===== src/rtl/game_ctrl_if.sv =====
// Signal bundle between the game controller and the rest of the dinosaur game:
// buttons, sync and pixels in, game state, lives, score and speed out.
interface game_ctrl_if #(
  parameter int N_HAZARD = 2,
  parameter int SCORE_W  = 16
);
  logic                start;
  logic                pause;
  logic                vs;
  logic                px_player;
  logic [N_HAZARD-1:0] px_hazard;
  logic [N_HAZARD-1:0] hazard_en;
  logic                game_status;
  logic                paused;
  logic                game_over;
  logic                hit;
  logic [3:0]          lives;
  logic [SCORE_W-1:0]  score;
  logic [3:0]          speed;

  // Environment side: drives buttons, sync and pixels, observes game state.
  modport master (
    output start, pause, vs, px_player, px_hazard, hazard_en,
    input  game_status, paused, game_over, hit, lives, score, speed
  );

  // Controller side.
  modport slave (
    input  start, pause, vs, px_player, px_hazard, hazard_en,
    output game_status, paused, game_over, hit, lives, score, speed
  );
endinterface


===== src/rtl/game_ctrl.sv =====
// Frame-synchronous game-state controller: idle/run/hit/over with lives,
// invulnerability after a hit, pause, score and speed generation. Every
// visible state change is committed on the falling edge of vertical sync.
module game_ctrl #(
  parameter int N_HAZARD     = 2,
  parameter int LIVES        = 3,
  parameter int INVUL_FRAMES = 60,
  parameter int SPEED_STEP   = 300,
  parameter int SPEED_MAX    = 9,
  parameter int SCORE_W      = 16
) (
  input  logic          clk,
  input  logic          rst,
  game_ctrl_if.slave    bus
);

  localparam int STEP_W = $clog2(SPEED_STEP + 1);

  typedef enum logic [1:0] {S_IDLE, S_RUN, S_HIT, S_OVER} state_t;

  state_t              state_q, state_d;
  logic                vs_q, vs_d;
  logic                start_btn_q, start_btn_d;
  logic                pause_btn_q, pause_btn_d;
  logic                start_req_q, start_req_d;
  logic                pause_req_q, pause_req_d;
  logic                coll_pend_q, coll_pend_d;
  logic [7:0]          invul_q, invul_d;
  logic [STEP_W-1:0]   step_q, step_d;
  logic [3:0]          lives_q, lives_d;
  logic [SCORE_W-1:0]  score_q, score_d;
  logic [3:0]          speed_q, speed_d;
  logic                paused_q, paused_d;
  logic                game_status_q, game_status_d;
  logic                game_over_q, game_over_d;
  logic                hit_q, hit_d;

  logic                frame_tick;
  logic                start_now;
  logic                pause_now;
  logic                coll_live;
  logic                coll_now;
  logic [N_HAZARD-1:0] hazard_masked;

  assign frame_tick    = vs_q & ~bus.vs;
  assign hazard_masked = bus.px_hazard & bus.hazard_en;
  // A collision only matters while the world is moving and vulnerable.
  assign coll_live     = bus.px_player & (|hazard_masked) & (state_q == S_RUN) & ~paused_q;
  assign coll_now      = coll_pend_q | coll_live;
  assign start_now     = start_req_q | (bus.start & ~start_btn_q);
  assign pause_now     = pause_req_q | (bus.pause & ~pause_btn_q);

  // Next-state logic: request/collision capture every cycle, game rules on frame ticks.
  always_comb begin
    state_d       = state_q;
    vs_d          = bus.vs;
    start_btn_d   = bus.start;
    pause_btn_d   = bus.pause;
    start_req_d   = start_now;
    pause_req_d   = pause_now;
    coll_pend_d   = coll_now;
    invul_d       = invul_q;
    step_d        = step_q;
    lives_d       = lives_q;
    score_d       = score_q;
    speed_d       = speed_q;
    paused_d      = paused_q;

    if (frame_tick) begin
      start_req_d = 1'b0;
      pause_req_d = 1'b0;
      coll_pend_d = 1'b0;
      case (state_q)
        S_IDLE, S_OVER: begin
          if (start_now) begin
            state_d  = S_RUN;
            lives_d  = 4'(LIVES);
            score_d  = '0;
            speed_d  = 4'd1;
            step_d   = '0;
            invul_d  = '0;
            paused_d = 1'b0;
          end
        end
        default: begin
          if (!paused_q) begin
            if (score_q != {SCORE_W{1'b1}}) begin
              score_d = score_q + 1'b1;
            end
            if (step_q == STEP_W'(SPEED_STEP - 1)) begin
              step_d = '0;
              if (speed_q < 4'(SPEED_MAX)) begin
                speed_d = speed_q + 4'd1;
              end
            end else begin
              step_d = step_q + 1'b1;
            end
          end
          if (state_q == S_RUN && coll_now) begin
            if (lives_q == 4'd1) begin
              state_d = S_OVER;
              lives_d = 4'd0;
            end else begin
              state_d = S_HIT;
              lives_d = lives_q - 4'd1;
              invul_d = 8'(INVUL_FRAMES);
            end
          end else if (state_q == S_HIT && !paused_q) begin
            if (invul_q <= 8'd1) begin
              invul_d = '0;
              state_d = S_RUN;
            end else begin
              invul_d = invul_q - 8'd1;
            end
          end
          if (pause_now) begin
            paused_d = ~paused_q;
          end
          if (state_d == S_OVER) begin
            paused_d = 1'b0;
            speed_d  = 4'd0;
          end
        end
      endcase
    end

    game_status_d = (state_d == S_RUN) || (state_d == S_HIT);
    game_over_d   = (state_d == S_OVER);
    hit_d         = (state_d == S_HIT);
  end

  // State and registered outputs; reset returns everything to idle at once.
  always_ff @(posedge clk or posedge rst) begin
    if (rst) begin
      state_q       <= S_IDLE;
      vs_q          <= 1'b0;
      start_btn_q   <= 1'b0;
      pause_btn_q   <= 1'b0;
      start_req_q   <= 1'b0;
      pause_req_q   <= 1'b0;
      coll_pend_q   <= 1'b0;
      invul_q       <= '0;
      step_q        <= '0;
      lives_q       <= '0;
      score_q       <= '0;
      speed_q       <= '0;
      paused_q      <= 1'b0;
      game_status_q <= 1'b0;
      game_over_q   <= 1'b0;
      hit_q         <= 1'b0;
    end else begin
      state_q       <= state_d;
      vs_q          <= vs_d;
      start_btn_q   <= start_btn_d;
      pause_btn_q   <= pause_btn_d;
      start_req_q   <= start_req_d;
      pause_req_q   <= pause_req_d;
      coll_pend_q   <= coll_pend_d;
      invul_q       <= invul_d;
      step_q        <= step_d;
      lives_q       <= lives_d;
      score_q       <= score_d;
      speed_q       <= speed_d;
      paused_q      <= paused_d;
      game_status_q <= game_status_d;
      game_over_q   <= game_over_d;
      hit_q         <= hit_d;
    end
  end

  assign bus.game_status = game_status_q;
  assign bus.paused      = paused_q;
  assign bus.game_over   = game_over_q;
  assign bus.hit         = hit_q;
  assign bus.lives       = lives_q;
  assign bus.score       = score_q;
  assign bus.speed       = speed_q;

endmodule


===== src/flat_wrapper.sv =====
// flat-port wrapper written by rule: the top's interface ports become plain ports
module game_ctrl_flat 
#(
  parameter int N_HAZARD     = 2,
  parameter int LIVES        = 3,
  parameter int INVUL_FRAMES = 60,
  parameter int SPEED_STEP   = 300,
  parameter int SPEED_MAX    = 9,
  parameter int SCORE_W      = 16
)
  (clk, rst, bus_start, bus_pause, bus_vs, bus_px_player, bus_px_hazard, bus_hazard_en, bus_game_status, bus_paused, bus_game_over, bus_hit, bus_lives, bus_score, bus_speed);
  game_ctrl_if #(.N_HAZARD(N_HAZARD), .SCORE_W(SCORE_W)) bus_i ();
  input  logic clk;
  input  logic rst;
  input wire logic [$bits(bus_i.start)-1:0] bus_start;
  input wire logic [$bits(bus_i.pause)-1:0] bus_pause;
  input wire logic [$bits(bus_i.vs)-1:0] bus_vs;
  input wire logic [$bits(bus_i.px_player)-1:0] bus_px_player;
  input wire logic [$bits(bus_i.px_hazard)-1:0] bus_px_hazard;
  input wire logic [$bits(bus_i.hazard_en)-1:0] bus_hazard_en;
  output wire logic [$bits(bus_i.game_status)-1:0] bus_game_status;
  output wire logic [$bits(bus_i.paused)-1:0] bus_paused;
  output wire logic [$bits(bus_i.game_over)-1:0] bus_game_over;
  output wire logic [$bits(bus_i.hit)-1:0] bus_hit;
  output wire logic [$bits(bus_i.lives)-1:0] bus_lives;
  output wire logic [$bits(bus_i.score)-1:0] bus_score;
  output wire logic [$bits(bus_i.speed)-1:0] bus_speed;
  assign bus_i.start = bus_start;
  assign bus_i.pause = bus_pause;
  assign bus_i.vs = bus_vs;
  assign bus_i.px_player = bus_px_player;
  assign bus_i.px_hazard = bus_px_hazard;
  assign bus_i.hazard_en = bus_hazard_en;
  assign bus_game_status = bus_i.game_status;
  assign bus_paused = bus_i.paused;
  assign bus_game_over = bus_i.game_over;
  assign bus_hit = bus_i.hit;
  assign bus_lives = bus_i.lives;
  assign bus_score = bus_i.score;
  assign bus_speed = bus_i.speed;
  game_ctrl #(.N_HAZARD(N_HAZARD), .LIVES(LIVES), .INVUL_FRAMES(INVUL_FRAMES), .SPEED_STEP(SPEED_STEP), .SPEED_MAX(SPEED_MAX), .SCORE_W(SCORE_W)) u_core (.clk(clk), .rst(rst), .bus(bus_i));
endmodule

===== config.mk =====
export PLATFORM = sky130hd
export DESIGN_NAME = game_ctrl_flat
export DESIGN_NICKNAME = d
export VERILOG_FILES = /design/src/rtl/game_ctrl_if.sv /design/src/rtl/game_ctrl.sv /design/src/flat_wrapper.sv
export SDC_FILE = /design/constraint.sdc
export NUM_CORES = 1
export LEC_CHECK = 0
export ABC_AREA = 1
export ABC_CLOCK_PERIOD_IN_PS = 2850
export CAP_MARGIN = 20
export CORE_MARGIN = 1.5
export CORE_UTILIZATION = 35
export CTS_CLUSTER_SIZE = 20
export DETAILED_ROUTE_END_ITERATION = 8
export SLEW_MARGIN = 10
export SYNTH_ARGS = -nofsm -noshare
export SYNTH_HDL_FRONTEND = slang
export SYNTH_SLANG_ARGS = --single-unit

===== constraint.sdc =====
create_clock -name clk -period 2.85 [get_ports clk]
set_clock_uncertainty 0.2 [all_clocks]
set_input_delay 0.57 -clock clk [delete_from_list [all_inputs] [get_ports clk]]
set_output_delay 0.57 -clock clk [all_outputs]
set_load 0.1 [all_outputs]

==> summary.txt, run 1 <==
Unique masters post-synth = 30
Post-route ant nets = 0
Initial Util = 36.0%
Post-synthesis cell count = 391
Hold_buf cts = 0
DRC viols = 0
Dpl hpwl = 4870 µm
Least-Margin Pin Slew = 0.487 ns
Drt pass-1 iters = 5
Final setup fails = 0
Leak = 1.72 nW
PostCTS Resize Cnt = 0
Number of global-route vias before repair = 2459
Crit share post-route = 78.1%
Pin count of the biggest net entering global routing = 54
Post-Route WL = 6570 µm
Startpoint types = input pin
YS warnings = 0
Non-filler instance count after layout = 540
Crit path kind = in2reg
Top-Level Pins = 38
H-tree depth = 2
Seq/Total Area, Yosys = 42.2%
FF-to-FF setup slack = 0.66 ns
Run status = finished clean
Num CTS Buffers = 5
Total GRT Usage = 14.6%
Final hold violation count = 0
Share of cells above drive strength 1 = 16.4%
Crit-path max FO = 16
Die Y = 97.7 µm
Core ar. = 8720 µm²
Die ar. = 9550 µm²
Post-CTS setup buffer count = 0
Slew Limit Fails = 0
Syn-to-layout area delta = 15.3%
Worst Setup Slack, final = 0.624 ns
Root Driver = clkbuf_8
Critical Path End Type = flop
Routability cong. = 0.826
Synth Register Bits = 53
Vias = 2606
Data required time of the worst path = 2.89 ns
DR iter-0 viols = 128
Period minus WS final = 2.23 ns
PD cells = 962 nW/µm²
RSZ-0062 raised after global routing = false
Wire per inst = 12.2 µm
Post-DR vias/cell = 4.83
Max Cap Viol = 0
Clock Tree Buf Depth = 2
Post-synth net total = 413
Number of port buffers = 37
# placed instances = 532
Die Wd = 97.7 µm
Setup TNS = 0 ns
Post-Syn Area = 3140 µm²
Global route total overflow = 0
Pre-CTS setup slack = 0.307 ns
Antenna violations before repair = 0
First-pass GRT wire length = 11300 µm
Peak supply drop = 0.744 mV
Clock Pin Slew Worst Setup and Hold Paths = 0.09 ns
Final #Nets = 453
CTS tree = yes
Core Rows = 34
Worst min path class = reg2reg
Synth Area per Inst = 8.03 µm²
Antenna Cells = 0
Slew HR = 67.5%
Overall power = 0.00348 W
Clock latency on the worst-skew pair = 0.31 ns
Clock sink total = 53
FMAX = 449 MHz
Crit path DAT = 2.27 ns
==> synth_stat cells <==
library cell | instances | share of area (%)
nor3_1 | 11 | 1.8
nor3_2 | 3 | 0.96
or2_2 | 3 | 0.60
inv_2 | 4 | 0.48
o21ai_0 | 15 | 2.4
a22oi_1 | 2 | 0.48
xor2_1 | 15 | 4.2
a21oi_4 | 1 | 0.52
nand2_1 | 88 | 11
o31ai_1 | 7 | 1.7
inv_1 | 48 | 5.7
xnor2_1 | 1 | 0.28
nand2_2 | 5 | 1.0
nor2_4 | 3 | 1.1
nand3_1 | 32 | 5.1
ha_1 | 12 | 4.8
nand2_4 | 4 | 1.4
o21ai_1 | 5 | 0.80
buf_6 | 3 | 1.1
o21ai_2 | 9 | 2.5
nor2_1 | 36 | 4.3
clkbuf_1 | 2 | 0.24
nand3b_1 | 3 | 0.72
nor3b_1 | 2 | 0.48
a21oi_1 | 15 | 2.4
nor2_2 | 1 | 0.20
nand4_1 | 5 | 1.0
dfrtp_1 | 53 | 42
buf_12 | 1 | 0.64
buf_4 | 2 | 0.48
==> final cells by class <==
type	count	area [µm²]
Fill cell	851	5100
Inverter	52	195
Sequential cell	53	1330
Tap cell	108	135
Timing Repair Buffer	41	343
Clock buffer	8	80.1
Multi-Input combinational cell	278	1540
==> routing by layer <==
layer	part of all wire (%)	track usage [%]	routed length, µm	up-vias
met5	0	0	0	-
met4	1.5	5.27	97	0
met3	3.4	2.37	224	10
met2	47	22.7	3070	46
met1	48	20.7	3170	1211
li1	-	-	-	1339
==> critical path, cell delays in order <==
cell,delay (ns)
clkdlybuf4s50_1,0.46
nor2_4,0.19
nand2_2,0.13
inv_2,0.17
o21ai_2,0.10
nor2_4,0.39
nand3_1,0.17
o21ai_2,0.08
==> cells by family after synthesis <==
logic type	after synthesis	synth area share [%]
and+or+nand+nor	196	29.1
buffers and inverters	60	8.65
AOI/OAI and AO/OA	54	10.8
DFF	53	42.2
xor gates and xnor gates	16	4.46
adders and majority gates	12	4.78
==> cells in the final DEF, fill, tap and decap left out, types with 7 or more instances in the layout <==
| cell | count |
|---|---|
| a21oi_1 | 15 |
| buf_4 | 31 |
| clkdlybuf4s50_1 | 9 |
| dfrtp_1 | 53 |
| ha_1 | 12 |
| inv_1 | 47 |
| nand2_1 | 88 |
| nand3_1 | 32 |
| nor2_1 | 36 |
| nor3_1 | 11 |
| o21ai_0 | 15 |
| o21ai_2 | 9 |
| o31ai_1 | 7 |
| xor2_1 | 15 |
==> stage by stage <==
stage	hold slack, ns	util, %	instance area, µm²
3_3_place_gp	0.274	40.6	3540
2_1_floorplan	0.250	-	3140
5_1_grt	0.376	41.5	3620
4_1_cts	0.301	41.5	3620
6_report	0.302	41.5	3620
3_5_place_dp	0.280	40.6	3540
==> power breakdown <==
| group | switching (W) | internal [W] |
|---|---|---|
| clock network | 0.000238 | 0.000175 |
| registers | 0.000163 | 0.000939 |
| logic | 0.00146 | 0.000510 |
| total | 0.00186 | 0.00162 |
==> sequential cells by signal, summed over array words and instances, names as in the netlist, 2 cells and up <==
register          flops
u_core.bus.lives      4
u_core.bus.score     16
u_core.bus.speed      4
u_core.invul_q        8
u_core.state_q        2
u_core.step_q         9
==> worst paths after layout <==
path                                    start              endpoint  cells past startpoint
min reg2reg                u_core.pause_req_q    u_core.pause_req_q                      2
max                                    bus_vs     u_core.invul_q[3]                      8
min                        u_core.pause_req_q    u_core.pause_req_q                      2
max in group asynchronous                 rst     u_core.invul_q[4]                      3
min in group asynchronous                 rst  u_core.bus.score[15]                      3
max reg2reg                 u_core.state_q[1]     u_core.invul_q[3]                     12
Note: power is estimated with default switching activity, not from simulation.
==> run 2: changes to the inputs <==
- ABC_CLOCK_PERIOD_IN_PS: 2850 -> 2200
- clock period: 2.85 -> 2.2 ns (I/O delays scaled with it)
==> run 2 against run 1 <==
  * Critical path depth up 2
  * Via count up 4.3%
  * Sequential cell count unchanged
  * Count of clock-buffer cells in the layout down 1
  * Critical path type is now reg2reg
  * Largest cell class unchanged
==> summary.txt, run 2 (same netlist as run 1, synthesis figures left out) <==
PD cells = 1200 nW/µm² (+25%)
Run status = finished clean
Leak = 1.86 nW (+7.9%)
Clock Power Share = 11.2% (-0.7 points)
Slowest stage delay, CP = 0.41 ns (-0.05 ns)
Post-DR vias/cell = 4.86 (+0.75%)
Num CTS Buffers = 5 (unchanged)
Reg area = 1340 µm² (+1.2%)
Global route total overflow = 0 (unchanged)
Wire per inst = 12.4 µm (+1.6%)
Clock latency on the worst-skew pair = 0.31 ns (about the same)
Die ar. = 9550 µm² (unchanged)
Commonest cells after routing, fill and taps aside = 88 x nand2_1, 46 x inv_1, 40 x dfrtp_1
Number of port buffers = 37 (unchanged)
DR iter-0 viols = 74 (-42%)
Family with the most delay on the worst path = simple AND/OR/NAND/NOR gates
Crit-path max FO = 4 (-12)
Crit path kind = reg2reg
Startpoint types = flop
Non-filler instance count after layout = 559 (+3.5%)
Antenna violations before repair = 0 (unchanged)
Final #Nets = 472 (+4.2%)
CP Buf/Inv Count = 2 (unchanged)
Core ar. = 8720 µm² (unchanged)
Multi-input logic area = 1570 µm² (+1.7%)
Crit-path cells = inv_1 -> ha_2 -> nand2_1 -> nand2_2 -> a21oi_4 -> buf_4 -> nand2_1 -> nor2_1 -> nand2_1 -> a21oi_1
Peak supply drop = 0.675 mV (-9.3%)
Syn-to-layout area delta = 30.2%
Share of cells above drive strength 1 = 24.4% (+8.0 points)
Crit share post-route = 93.8%
Post-Route WL = 6910 µm (+5.2%)
Antenna Cells = 0 (unchanged)
Fillers = 842 (-1.1%)
CTS tree = yes
Core Rows = 34 (unchanged)
Top-Level Pins = 38 (unchanged)
Slew Limit Fails = 0 (unchanged)
Max reg flops = 16 (unchanged)
Routability cong. = 0.879 (+6.5%)
Most common cell after layout, fill and taps aside = nand2_1
Final Cell Area = 4090 µm² (+13%)
# placed instances = 546 (+2.6%)
Die Y = 97.7 µm (unchanged)
Final core occ = 46.9% (+5.4 points)
Pre-CTS setup slack = -0.161 ns (-0.468 ns)
Root Driver = clkbuf_8
Net Sw Frac = 51.1% (-2.3 points)
Clock Tree Buf Depth = 2 (unchanged)
Clock Pin Slew Worst Setup and Hold Paths = 0.10 ns (about the same)
R2r startpoint = u_core.state_q[0]
Reg2reg end = u_core.step_q[8]
FMAX = 485 MHz
Critical Path End Type = flop
Initial Util = 36.0% (unchanged)
R2R depth = 10 (-2)
H-tree depth = 2 (unchanged)
Post-route ant nets = 0 (unchanged)
P_int = 0.00240 W (+48%)
RSZ-0062 raised after global routing = false
Clock sink total = 53 (unchanged)
Sequential Power Share = 29.9% (-1.7 points)
Period minus WS final = 2.06 ns
CP most frequent cell = nand2_1
Comb power frac = 58.9% (+2.4 points)
Slew HR = 73.8% (+6.3 points)
Worst min path class = in2async
DRC viols = 0 (unchanged)
Worst Hold Slack = 0.287 ns (-0.0149 ns)
Data required time of the worst path = 2.23 ns (-0.66 ns)
Drt pass-1 iters = 4 (-1)
Number of global-route vias before repair = 2665 (+8.4%)
Area post-placement = 3940 µm² (+11%)
Vias = 2718 (+4.3%)
Die Wd = 97.7 µm (unchanged)
Slowest-stage cell, CP = dfrtp_1
Worst Setup Slack, final = 0.136 ns (-0.488 ns)
Final hold violation count = 0 (unchanged)
Max Cap Viol = 0 (unchanged)
Least-Margin Pin Slew = 0.392 ns (-0.0948 ns)
FF-to-FF setup slack = 0.14 ns (-0.52 ns)
Final setup fails = 0 (unchanged)
Total GRT Usage = 15.6% (+0.99 points)
Pin count of the biggest net entering global routing = 54 (unchanged)
Net Sw Power = 0.00251 W (+35%)
Crit path DAT = 2.10 ns (-0.17 ns)
First-pass GRT wire length = 12300 µm (+8.4%)
Dpl hpwl = 5210 µm (+6.8%)
## run 2: changes by cell type in the layout (fill, tap and decap cells not counted), sizes merged
cell      delta
clkbuf       -1
buf         +19
clkinvlp     +1
## run 2: what timing repair did
| action | 4_1_cts | 5_1_grt |
|---|---|---|
| resized for setup | 0 | 8 |
| hold buffers | 0 | 0 |
| setup buffers | 0 | 5 |
| endpoints found under the setup margin | 0 | 12 |
## run 2: worst min-delay path, cell delays in order
cell and delay (ns):
clkdlybuf4s50_1 0.41, inv_2 0.07, buf_12 0.27
## run 2: area by class of cell
class	count	area share, %
multi-input combinational	278	38.4
sequential	53	32.8
timing repair buffer	60	18.6
inverter	52	4.83
tap	108	3.30
clock buffer	7	1.87
clock inverter	1	0.184
## run 2: per-stage QoR
stage | setup TNS [ns] | power (W)
2_1_floorplan | 0 | 0.00352
3_3_place_gp | -0.896 | 0.00428
3_5_place_dp | -1.31 | 0.00431
4_1_cts | 0 | 0.00488
5_1_grt | 0 | 0.00530
6_report | 0 | 0.00491
## run 2: metal layers
layer	vias to the layer above	track usage, %	share of wire, %
li1	1380	-	-
met1	1286	21.0	47
met2	48	26.0	48
met3	4	2.88	4.3
met4	0	4.29	0.71
met5	-	0	0
## run 2: worst max path at each step
stage | slack, ns | from | end | depth (start not counted)
finish | 0.14 | u_core.state_q[0] | u_core.step_q[8] | 10
global route | 0.006 | u_core.state_q[0] | u_core.bus.game_status | 11
CTS | 0.04 | u_core.state_q[0] | u_core.invul_q[6] | 9
detailed placement | -0.16 | bus_px_player | u_core.invul_q[6] | 11
global placement | -0.12 | bus_px_player | u_core.invul_q[3] | 11
floorplan | 0.005 | u_core.bus.speed[0] | u_core.bus.speed[2] | 9
## run 2: power groups by stage
| stage | sequential [W] | clock, W | combinational, W |
|---|---|---|---|
| after global routing | 0.00151 | 0.000605 | 0.00318 |
| after CTS | 0.00147 | 0.000574 | 0.00284 |
| after global placement | 0.00148 | 0 | 0.00280 |
| after detailed placement | 0.00148 | 0 | 0.00283 |
| after floorplan | 0.00218 | 0 | 0.00135 |
| final | 0.00147 | 0.000552 | 0.00289 |
==> run 3: changes to the inputs <==
- CORE_UTILIZATION: 35 -> 45
- PLACE_DENSITY: not set -> 0.67
- TNS_END_PERCENT: not set -> 30
==> run 3 against run 2 <==
  * Sequential power about the same
  * Wire length is 5.5% lower
  * First-iteration DRC count increased by 130%
  * Register-to-register slack about the same
  * Fmax about the same
  * Via count down 2.5%
  * Critical path depth grew 2
  * Worst setup slack gained 0.0014 ns
  * Global-route usage up 4.2 points
  * Hold slack gained 0.0052 ns
  * Utilization grew 12 points
  * Sequential cell count is the same
  * Critical endpoint is now u_core.bus.lives[2]
==> summary.txt, run 3 (same netlist as run 1, synthesis figures left out) <==
Total GRT Usage = 19.8% (+4.2 points)
Least-Margin Pin Slew = 0.379 ns (-0.0134 ns)
Share of cells above drive strength 1 = 23.9% (-0.52 points)
Family with the most delay on the worst path = simple AND/OR/NAND/NOR gates
Root Driver = clkbuf_8
Vias = 2650 (-2.5%)
Non-filler instance count after layout = 524 (-6.3%)
Drt pass-1 iters = 4 (unchanged)
FMAX = 485 MHz (about the same)
DR iter-0 viols = 169 (+130%)
Clock Pin Slew Worst Setup and Hold Paths = 0.10 ns (about the same)
Fillers = 594 (-29%)
Most common cell after layout, fill and taps aside = nand2_1
Antenna violations before repair = 0 (unchanged)
Number of global-route vias before repair = 2666 (+0.038%)
Crit path kind = reg2reg
Final hold violation count = 0 (unchanged)
Die Wd = 86.5 µm (-11%)
Pin count of the biggest net entering global routing = 54 (unchanged)
Comb power frac = 58.0% (-0.9 points)
Max reg flops = 16 (unchanged)
Slew HR = 74.7% (+0.89 points)
Crit share post-route = 93.7% (about the same)
Crit path launch = u_core.state_q[1]
Crit path DAT = 2.05 ns (-0.05 ns)
Multi-input logic area = 1580 µm² (+0.64%)
Peak supply drop = 0.957 mV (+42%)
Data required time of the worst path = 2.19 ns (-0.04 ns)
Antenna Cells = 0 (unchanged)
Slowest-stage cell, CP = dfrtp_1
First-pass GRT wire length = 11900 µm (-2.9%)
Worst min path class = in2async
Syn-to-layout area delta = 26.6%
Reg area = 1340 µm² (about the same)
DRC viols = 0 (unchanged)
CTS tree = yes
Startpoint types = flop
Overall power = 0.00484 W (-1.5%)
Die Y = 86.5 µm (-11%)
Post-DR vias/cell = 5.06 (+4.0%)
Clock Tree Buf Depth = 2 (unchanged)
Slew Limit Fails = 0 (unchanged)
P_int = 0.00233 W (-2.8%)
# placed instances = 515 (-5.7%)
Crit-path max FO = 8 (+4)
Final #Nets = 465 (-1.5%)
M1 GR Usage = 25.6% (+4.6 points)
Sequential Power Share = 30.4% (+0.5 points)
Core Rows = 30 (-12%)
Crit-path cells = inv_1 -> ha_2 -> nand2_1 -> nor2_1 -> nand2_1 -> nand2_2 -> nand2_4 -> nand2_4 -> buf_4 -> nand2_2 -> nor3_1 -> nor3b_2
Period minus WS final = 2.06 ns (-0.00142 ns)
GRT met2 Usage = 35.0% (+9.1 points)
Top-Level Pins = 38 (unchanged)
Critical Path End Type = flop
Core ar. = 6760 µm² (-23%)
CP Buf/Inv Count = 2 (unchanged)
Most used routing layer = met2
R2r startpoint = u_core.state_q[1]
Commonest cells after routing, fill and taps aside = 88 x nand2_1, 46 x inv_1, 41 x dfrtp_1
Net Sw Power = 0.00250 W (-0.14%)
Met3 global-route usage = 2.86% (-0.021 points)
Num CTS Buffers = 5 (unchanged)
Post-route ant nets = 0 (unchanged)
Slowest stage delay, CP = 0.42 ns (about the same)
Leak = 1.83 nW (-1.8%)
Routability cong. = 0.816 (-7.2%)
Clock sink total = 53 (unchanged)
Clock Power Share = 11.6% (+0.4 points)
Clock latency on the worst-skew pair = 0.31 ns (about the same)
Initial Util = 46.5% (+10 points)
Wire per inst = 12.5 µm (+0.80%)
H-tree depth = 2 (unchanged)
Final setup fails = 0 (unchanged)
RSZ-0062 raised after global routing = false
Die ar. = 7490 µm² (-22%)
Number of port buffers = 37 (unchanged)
Post-Route WL = 6530 µm (-5.5%)
PD cells = 1220 nW/µm² (+1.3%)
Max Cap Viol = 0 (unchanged)
Dpl hpwl = 4910 µm (-5.6%)
Net Sw Frac = 51.8% (+0.69 points)
Global route total overflow = 0 (unchanged)
Run status = finished clean
[run 3: per-layer routing]
| layer | routed length (µm) | vias to the layer above | part of all wire, % |
|---|---|---|---|
| li1 | - | 1363 | - |
| met2 | 3360 | 39 | 52 |
| met5 | 0 | - | 0 |
| met4 | 45 | 0 | 0.69 |
| met3 | 157 | 4 | 2.4 |
| met1 | 2960 | 1244 | 45 |
[run 3: stage by stage]
step | util [%] | hold WS, ns | TNS [ns] | area, µm² | worst slack [ns]
2_1_floorplan | - | 0.250 | -0.0394 | 3170 | -0.0362
4_1_cts | 58.5 | 0.299 | 0 | 3950 | 0.0313
5_1_grt | 58.9 | 0.338 | 0 | 3980 | 0.00288
6_report | 58.9 | 0.292 | 0 | 3980 | 0.138
3_3_place_gp | 56.9 | 0.270 | -0.610 | 3840 | -0.0832
3_5_place_dp | 56.9 | 0.274 | -1.45 | 3840 | -0.164
[run 3: repair_timing]
action	CTS	global route
endpoints found under the setup margin	6	14
pin swaps	1	0
setup buffers	1	0
resized for setup	0	9
hold buffers	0	0
cloned	0	0
[run 3: power groups by stage]
stage	Clock, W	Sequential (W)	Combinational [W]
finish	0.000561	0.00147	0.00281
global route	0.000621	0.00151	0.00310
CTS	0.000587	0.00147	0.00280
detailed placement	0	0.00148	0.00277
global placement	0	0.00148	0.00273
floorplan	0	0.00218	0.00135
[run 3: layout make-up]
| type | count | share of cell area, % |
|---|---|---|
| Clock buffer | 5 | 1.73 |
| Inverter | 52 | 4.91 |
| Tap cell | 80 | 2.52 |
| Sequential cell | 53 | 33.7 |
| Timing Repair Buffer | 53 | 16.9 |
| Multi-Input combinational cell | 278 | 39.7 |
| Clock inverter | 3 | 0.535 |
[run 3: tightest hold or removal path, cell delays in order]
cell and delay, ns:
clkdlybuf4s50_1 0.41, inv_2 0.07, buf_12 0.27
[run 3: path summary, 6_finish.rpt]
kind,end,slack (ns),cells after the start
hold / removal,u_core.step_q[3],0.29,3
min in group clk,u_core.pause_req_q,0.30,2
setup reg to reg,u_core.bus.lives[2],0.14,12
max in group asynchronous,u_core.bus.score[1],1.25,3
hold reg to reg,u_core.pause_req_q,0.30,2
setup / recovery,u_core.bus.lives[2],0.14,12
